### config.mk
export PLATFORM = sky130hd
export DESIGN_NAME = inv_matrix_stream_io
export DESIGN_NICKNAME = d
export VERILOG_FILES = /design/src/rtl/inv_matrix_stream_io_pkg.sv /design/src/rtl/inv_matrix_stream_io_serializer.sv /design/src/rtl/inv_matrix_stream_io.sv
export SDC_FILE = /design/constraint.sdc
export NUM_CORES = 2
export LEC_CHECK = 0
export CELL_PAD_IN_SITES_DETAIL_PLACEMENT = 1
export CELL_PAD_IN_SITES_GLOBAL_PLACEMENT = 2
export CORE_AREA = 2 2 431 433
export CTS_CLUSTER_DIAMETER = 60
export DETAILED_ROUTE_END_ITERATION = 8
export DIE_AREA = 0 0 433 435
export PLACE_DENSITY_LB_ADDON = 0.25
export SLEW_MARGIN = 20
export SYNTH_ARGS = -nofsm -noshare
export SYNTH_HDL_FRONTEND = slang
export SYNTH_SLANG_ARGS = --single-unit
### constraint.sdc
create_clock -name clk -period 50.7 [get_ports clk]
set_input_delay 10.14 -clock clk [delete_from_list [all_inputs] [get_ports clk]]
set_output_delay 10.14 -clock clk [all_outputs]
set_load 0.005 [all_outputs]
### src/rtl/inv_matrix_stream_io_pkg.sv
// Shared constants, FSM state types and element slicing helpers for the
// 4x4 matrix inverter stream front/back end.
package inv_matrix_stream_io_pkg;
   localparam int ELEM_W = 32;
   localparam int N_ELEM = 16;
   localparam int IDX_W  = 4;
   localparam int FLAT_W = ELEM_W * N_ELEM;

   typedef logic [IDX_W-1:0] idx_t;
   localparam idx_t LAST_IDX = idx_t'(N_ELEM - 1);

   typedef enum logic [1:0] {
      LD_LOAD    = 2'd0,
      LD_SETTLE  = 2'd1,
      LD_CAPWAIT = 2'd2
   } ld_state_t;

   typedef enum logic {
      SND_IDLE = 1'b0,
      SND_SEND = 1'b1
   } snd_state_t;

   function automatic logic [ELEM_W-1:0] get_elem(input logic [FLAT_W-1:0] flat, input idx_t idx);
      return flat[int'(idx)*ELEM_W +: ELEM_W];
   endfunction

   function automatic logic [FLAT_W-1:0] put_elem(input logic [FLAT_W-1:0] flat, input idx_t idx,
                                                  input logic [ELEM_W-1:0] val);
      logic [FLAT_W-1:0] res;
      res = flat;
      res[int'(idx)*ELEM_W +: ELEM_W] = val;
      return res;
   endfunction
endpackage

### src/rtl/inv_matrix_stream_io_serializer.sv
// Result buffer and send FSM: captures the inverter outputs in one shot and
// streams them out row-major over a registered valid/ready interface.
module matrix_result_serializer
   import inv_matrix_stream_io_pkg::*;
(
   input  logic              clk,
   input  logic              rst,
   input  logic              capture,
   input  logic [FLAT_W-1:0] cap_data,
   output logic              cap_ok,
   output logic              out_valid,
   input  logic              out_ready,
   output logic [ELEM_W-1:0] out_data,
   output logic              out_last
);
   snd_state_t        state;
   idx_t              snd_idx;
   idx_t              next_idx;
   logic [FLAT_W-1:0] res_buf;
   logic              hs;
   logic              final_hs;

   assign hs       = out_valid & out_ready;
   assign final_hs = hs & (snd_idx == LAST_IDX);
   assign next_idx = snd_idx + idx_t'(1);
   // A new capture may land on the very cycle the last element leaves.
   assign cap_ok   = (state == SND_IDLE) | final_hs;

   always_ff @(posedge clk or posedge rst) begin
      if (rst) begin
         state     <= SND_IDLE;
         snd_idx   <= '0;
         res_buf   <= '0;
         out_valid <= 1'b0;
         out_data  <= '0;
         out_last  <= 1'b0;
      end else if (capture) begin
         res_buf   <= cap_data;
         state     <= SND_SEND;
         snd_idx   <= '0;
         out_valid <= 1'b1;
         out_data  <= get_elem(cap_data, idx_t'(0));
         out_last  <= 1'b0;
      end else if (hs) begin
         if (final_hs) begin
            state     <= SND_IDLE;
            snd_idx   <= '0;
            out_valid <= 1'b0;
            out_last  <= 1'b0;
         end else begin
            snd_idx  <= next_idx;
            out_data <= get_elem(res_buf, next_idx);
            out_last <= (next_idx == LAST_IDX);
         end
      end
   end
endmodule

### src/rtl/inv_matrix_stream_io.sv
// Serial-to-parallel loader for the 4x4 inverter: collects 16 elements, holds
// them for a settle time, then hands the inverter outputs to the serializer.
module inv_matrix_stream_io
   import inv_matrix_stream_io_pkg::*;
#(
   parameter int SETTLE_CYC = 4
)(
   input  logic              clk,
   input  logic              rst,
   input  logic              in_valid,
   output logic              in_ready,
   input  logic [ELEM_W-1:0] in_data,
   input  logic              in_last,
   output logic [FLAT_W-1:0] mat_flat,
   input  logic [FLAT_W-1:0] inv_flat,
   output logic              out_valid,
   input  logic              out_ready,
   output logic [ELEM_W-1:0] out_data,
   output logic              out_last,
   output logic              err_frame
);
   localparam logic [3:0] SETTLE_END = 4'(SETTLE_CYC - 1);

   ld_state_t  ld_state;
   idx_t       ld_idx;
   logic [3:0] settle_cnt;
   logic       in_hs;
   logic       cap_ok;
   logic       capture;

   assign in_ready = ~rst & (ld_state == LD_LOAD);
   assign in_hs    = in_valid & in_ready;
   assign capture  = (ld_state == LD_CAPWAIT) & cap_ok;

   always_ff @(posedge clk or posedge rst) begin
      if (rst) begin
         ld_state   <= LD_LOAD;
         ld_idx     <= '0;
         settle_cnt <= '0;
         mat_flat   <= '0;
         err_frame  <= 1'b0;
      end else begin
         case (ld_state)
            LD_LOAD: begin
               if (in_hs) begin
                  mat_flat <= put_elem(mat_flat, ld_idx, in_data);
                  // Element count owns framing; in_last only raises the flag.
                  if (in_last != (ld_idx == LAST_IDX))
                     err_frame <= 1'b1;
                  if (ld_idx == LAST_IDX) begin
                     ld_idx     <= '0;
                     settle_cnt <= '0;
                     ld_state   <= LD_SETTLE;
                  end else begin
                     ld_idx <= ld_idx + idx_t'(1);
                  end
               end
            end
            LD_SETTLE: begin
               if (settle_cnt == SETTLE_END)
                  ld_state <= LD_CAPWAIT;
               else
                  settle_cnt <= settle_cnt + 4'd1;
            end
            LD_CAPWAIT: begin
               if (capture)
                  ld_state <= LD_LOAD;
            end
            default: ld_state <= LD_LOAD;
         endcase
      end
   end

   matrix_result_serializer u_ser (
      .clk       (clk),
      .rst       (rst),
      .capture   (capture),
      .cap_data  (inv_flat),
      .cap_ok    (cap_ok),
      .out_valid (out_valid),
      .out_ready (out_ready),
      .out_data  (out_data),
      .out_last  (out_last)
   );
endmodule

# Yosys cells after proc, flatten, opt, wreduce, memory -nomap -nowiden
# Cells that the tools add are included.
# Widths: inputs -> output; s select.
# word_totals
reg_bits	1073
inputBits	549
# op_classes
addsub	4
eq_ne	13
n_shift	3
n_mux	23
n_bitwise	8
n_reduce_logical	10
# ops
operator	count
$bwmux 512	1
$shift 32x33->512 const A	1
$shiftx 32x33->512	1
$shiftx 512x10->32	1
$mux 32	3
$neg 9->33	1
$mux 4	7
$add 4x1->4 const B	3
$eq 4x4->1 const B	3
$ne 2x2->1 const B	5
$mux 2	4
$pmux 4 s2	1
$reduce_and 4->1	2
$mux 1	6
$pmux 2 s3	1
$reduce_and 2->1	3
$reduce_bool 2->1	3
$and 1x1->1	5
$eq 4x2->1 const B	1
$reduce_and 3->1	1
$eq 2x1->1 const B	1
$eq 2x2->1 const B	1
$logic_not 2->1	1
$ne 2x1->1 const B	1
other kinds (3)	4

# Longest topological paths before layout
# depth
word_depth	6
mapped_depth	13
mapped_depth_nobuf	7

# Modules after synthesis
# A second synthesis with hierarchy kept.
# hier_totals
hier_cells	2746
area_unflattened_um2	44457.6
# by_module_without_submodules
module	instances	cells_each	area_per_inst_um2	seq_area_each_um2
matrix_result_serializer	1	1454	24373.4	13763.2
inv_matrix_stream_io	1	1292	20084.3	13087.6

# Worst setup path after synthesis
# Ideal clock, no wire load.
# synth_path
path_kind	input-to-output
start	input rst
end	output in_ready
arrival_ps	10331
t_required_ps	40560
path_slack_ps	30229
stages	1
n_path_buf	0
path_cell_list	nor3_1
# synth_via
elab_chain_len	2
# synth_rtl
element	line_no	text
start: declaration	inv_matrix_stream_io.sv:9	input logic rst,
$not 1->1	inv_matrix_stream_io.sv:31	assign in_ready = ~rst & (ld_state == LD_LOAD);
$and 1x1->1	inv_matrix_stream_io.sv:31	
end: declaration	inv_matrix_stream_io.sv:11	output logic in_ready,
# Every way passes these cells.

# Worst setup path in the final report
# Same ends and word-level chain as after synthesis.

==> flow_summary.yaml <==
route:
  viasPerCell: 4.59
  ant_nets: 0
  drtIter0Drc: 1660
  wl_per_cell_um: 28.7
  drc: 0
  dr.pass1.iters: 4
  routed_wl_um: 203000
  dr_total_vias: 32500
global_routing:
  use_met2_pct: 37.1
  overflow: 0
  use_met1_pct: 24.8
  grt.busiest_layer: "met2"
  grt_max_degree: 189
  grt_pass1_vias: 34500
  antenna_found_initial: 133
  use_met3_pct: 5.91
  grt_pass1_wl_um: 283000
  grt_util_all_layers_pct: 21.4
timing:
  clock_skew_ns: 0.0308
  fmax_ghz: 0.0447
  setup_violations: 0
  finalWorstSetupSlack_ns: 28.32
  timing.hold.ws_ns: 0.463
  maxSlewHeadroom_pct: 10.0
  layout_min_cycle_time_ns: 22.38
  tightestPinTransition_ns: 1.35
  finalMaxSlewViolations: 0
  post-route-period-util_pct: 44.1
  setup-tns-final_ns: 0
  rsz0062_at_grt: "false"
  hold_viol: 0
synthesis:
  ys_seq_area_share_pct: 59.8
  synth_ff_type: "dfrtp_1"
  syn_avg_cell_area_um2: 13.2
  synthArstFlopShare_pct: 100
  syn_inst: 3397
  synth_mux_area_share_pct: 24.8
  synth_commonest_cells: "1073 x dfrtp_1, 690 x mux2_2, 569 x nand2_1"
  synth_compound_area_share_pct: 5.75
  syn_nets: 3954
  yosys.cell_count.top_type: "dfrtp_1"
  synth_top_family_by_area: "multiplexers"
  yosys.area.top_type: "dfrtp_1"
  synthSimpleGateAreaFrac_pct: 6.65
  synth_top_area_share_pct: 59.8
  synth_area_um2: 44900
  synth_cell_type_count: 50
  synth_area_leaders: "dfrtp_1 60%, mux2_2 17%, mux4_2 6.3%"
  synth-adder-area-share_pct: 0.223
  synth-edff-count: 0
  synth-seq-cells: 1073
  synth-xor-area-share_pct: 0.173
  yosysWarnings: 0
finish:
  fin_nets: 5001
  drive_gt1_share_pct: 25.3
  area_growth_syn_to_layout_pct: 41.7
  regArea_um2: 26900
  multi_input_area_um2: 17000
  fillers: 19600
floorplanning:
  dieArea_um2: 188000
  io_pins: 1097
  design.core.area_um2: 184000
  num_rows: 158
  initial_core_util_pct: 24.4
  fp.dieH_um: 435
  chipWidth_um: 433
place:
  post-place-ws_ns: 28.26
  portBuffers: 1096
  place.gp.congestion: 0.812
  dp_hpwl_um: 149000
cts:
  cts_tree: "yes"
  post_cts_resized: 0
  htreeDepth: 4
  insertion_delay_ns: 0.81
  cts.path.max_buffers: 3
  root_buffer: "clkbuf_16"
  path_clk_slew_ns: 0.05
  cts_hold_buf: 0
  cts_setup_buffers: 0
  clkSinkCount: 1073
  numCtsBuffers: 149
min_path:
  hold_path_class: "register to register"
pwr:
  netSwitchingFraction_pct: 33.6
  p_total_mw: 3.24
  p_seq_share_pct: 33.7
  vdd_drop_max_v: 0.0000663
  powerDensity_nw_per_um2: 50.8
  p_clk_share_pct: 32.9
  p_leak_nw: 26.0
  p_int_mw: 2.15
  p_comb_share_pct: 33.4
  p_switching_mw: 1.09
setup_path:
  crit_arrival_ns: 12.24
  required_ns: 40.56
  worstSetupStartpointType: "input port"
  worstPathMaxFanout: 3
  cp-end-kind: "primary output"
  path_class: "input port to primary output"
outcome:
  outcome: "completed"
run:
  max_cap_viol_count: 0
==> metal layers <==
layer	part of all wire (%)	routed length [um]
met2	51	103000
met1	39	78900
met3	5.9	12000
met4	4.2	8540
met5	0.20	402
==> critical path, stage by stage <==
cell             delay, ns
clkdlybuf4s50_1       0.70
nor3_1                0.75
clkdlybuf4s50_1       0.64
==> power by group through the flow <==
stage	Sequential [mW]	Clock, mW	Combinational (mW)
after CTS	1.09	1.10	1.11
after detailed placement	1.11	0	1.11
after global routing	1.11	1.13	1.16
after floorplan	1.10	0	0.504
final	1.09	1.07	1.08
after global placement	1.10	0	1.10
==> cell usage in the layout, fill, tap and decap left out, drive strengths merged, types with 45 or more instances in the layout <==
cell type      netlist  routed
a21oi               69      69
buf                112      67
clkbuf             153     211
clkdlybuf4s50        0    1094
dfrtp             1073    1073
diode                0      45
mux2               705     705
mux4               126     126
nand2              571     571
o21ai              215     215
o31ai              114     114
==> worst paths after layout <==
check	start	to	slack, ns	depth (start not counted)
setup / recovery	rst	in_ready	28.32	3
hold / removal	mat_flat[287]	mat_flat[287]	0.46	2
setup reg to reg	u_ser.snd_idx[0]	u_ser.out_data[5]	45.87	8
hold reg to reg	mat_flat[287]	mat_flat[287]	0.46	2
max in group asynchronous	rst	u_ser.res_buf[126]	37.35	6
min in group asynchronous	rst	u_ser.res_buf[291]	10.25	2
==> registers in the layout, summed over array words and instances (netlist names) <==
register and flops:
u_ser.res_buf 512, u_ser.out_valid 1, err_frame 1, u_ser.snd_idx 4, ld_state 2, u_ser.out_data 32, ld_idx 4, u_ser.out_last 1
settle_cnt 4, mat_flat 512
==> per-stage QoR <==
| step | utilization (%) | instances | cell area [um^2] |
|---|---|---|---|
| floorplan | - | 3397 | 44900 |
| global placement | 31.8 | 6772 | 58600 |
| detailed placement | 31.8 | 6772 | 58600 |
| CTS | 34.5 | 7037 | 63500 |
| global route | 34.6 | 7066 | 63600 |
| finish | 34.6 | 7083 | 63700 |
==> area by class of cell <==
type / instances / share of cell area, %
clock inverter: 54 / 1.06
timing repair buffer: 1161 / 18.1
clock buffer: 211 / 6.73
antenna: 45 / 0.177
sequential: 1073 / 42.2
tap: 2480 / 4.87
inverter: 9 / 0.0648
multi-input combinational: 2050 / 26.8
==> cell families (layout without fill, tap and decap cells) <==
| kind of cell | after synthesis | count (layout) |
|---|---|---|
| other cells | 0 | 45 |
| fa+ha+maj | 8 | 8 |
| simple gates | 726 | 726 |
| xor+xnor | 8 | 8 |
| compound gates | 441 | 441 |
| buf+inv | 274 | 1435 |
| mux | 867 | 867 |
| flops | 1073 | 1073 |
Power figures use the tool's default switching activity.
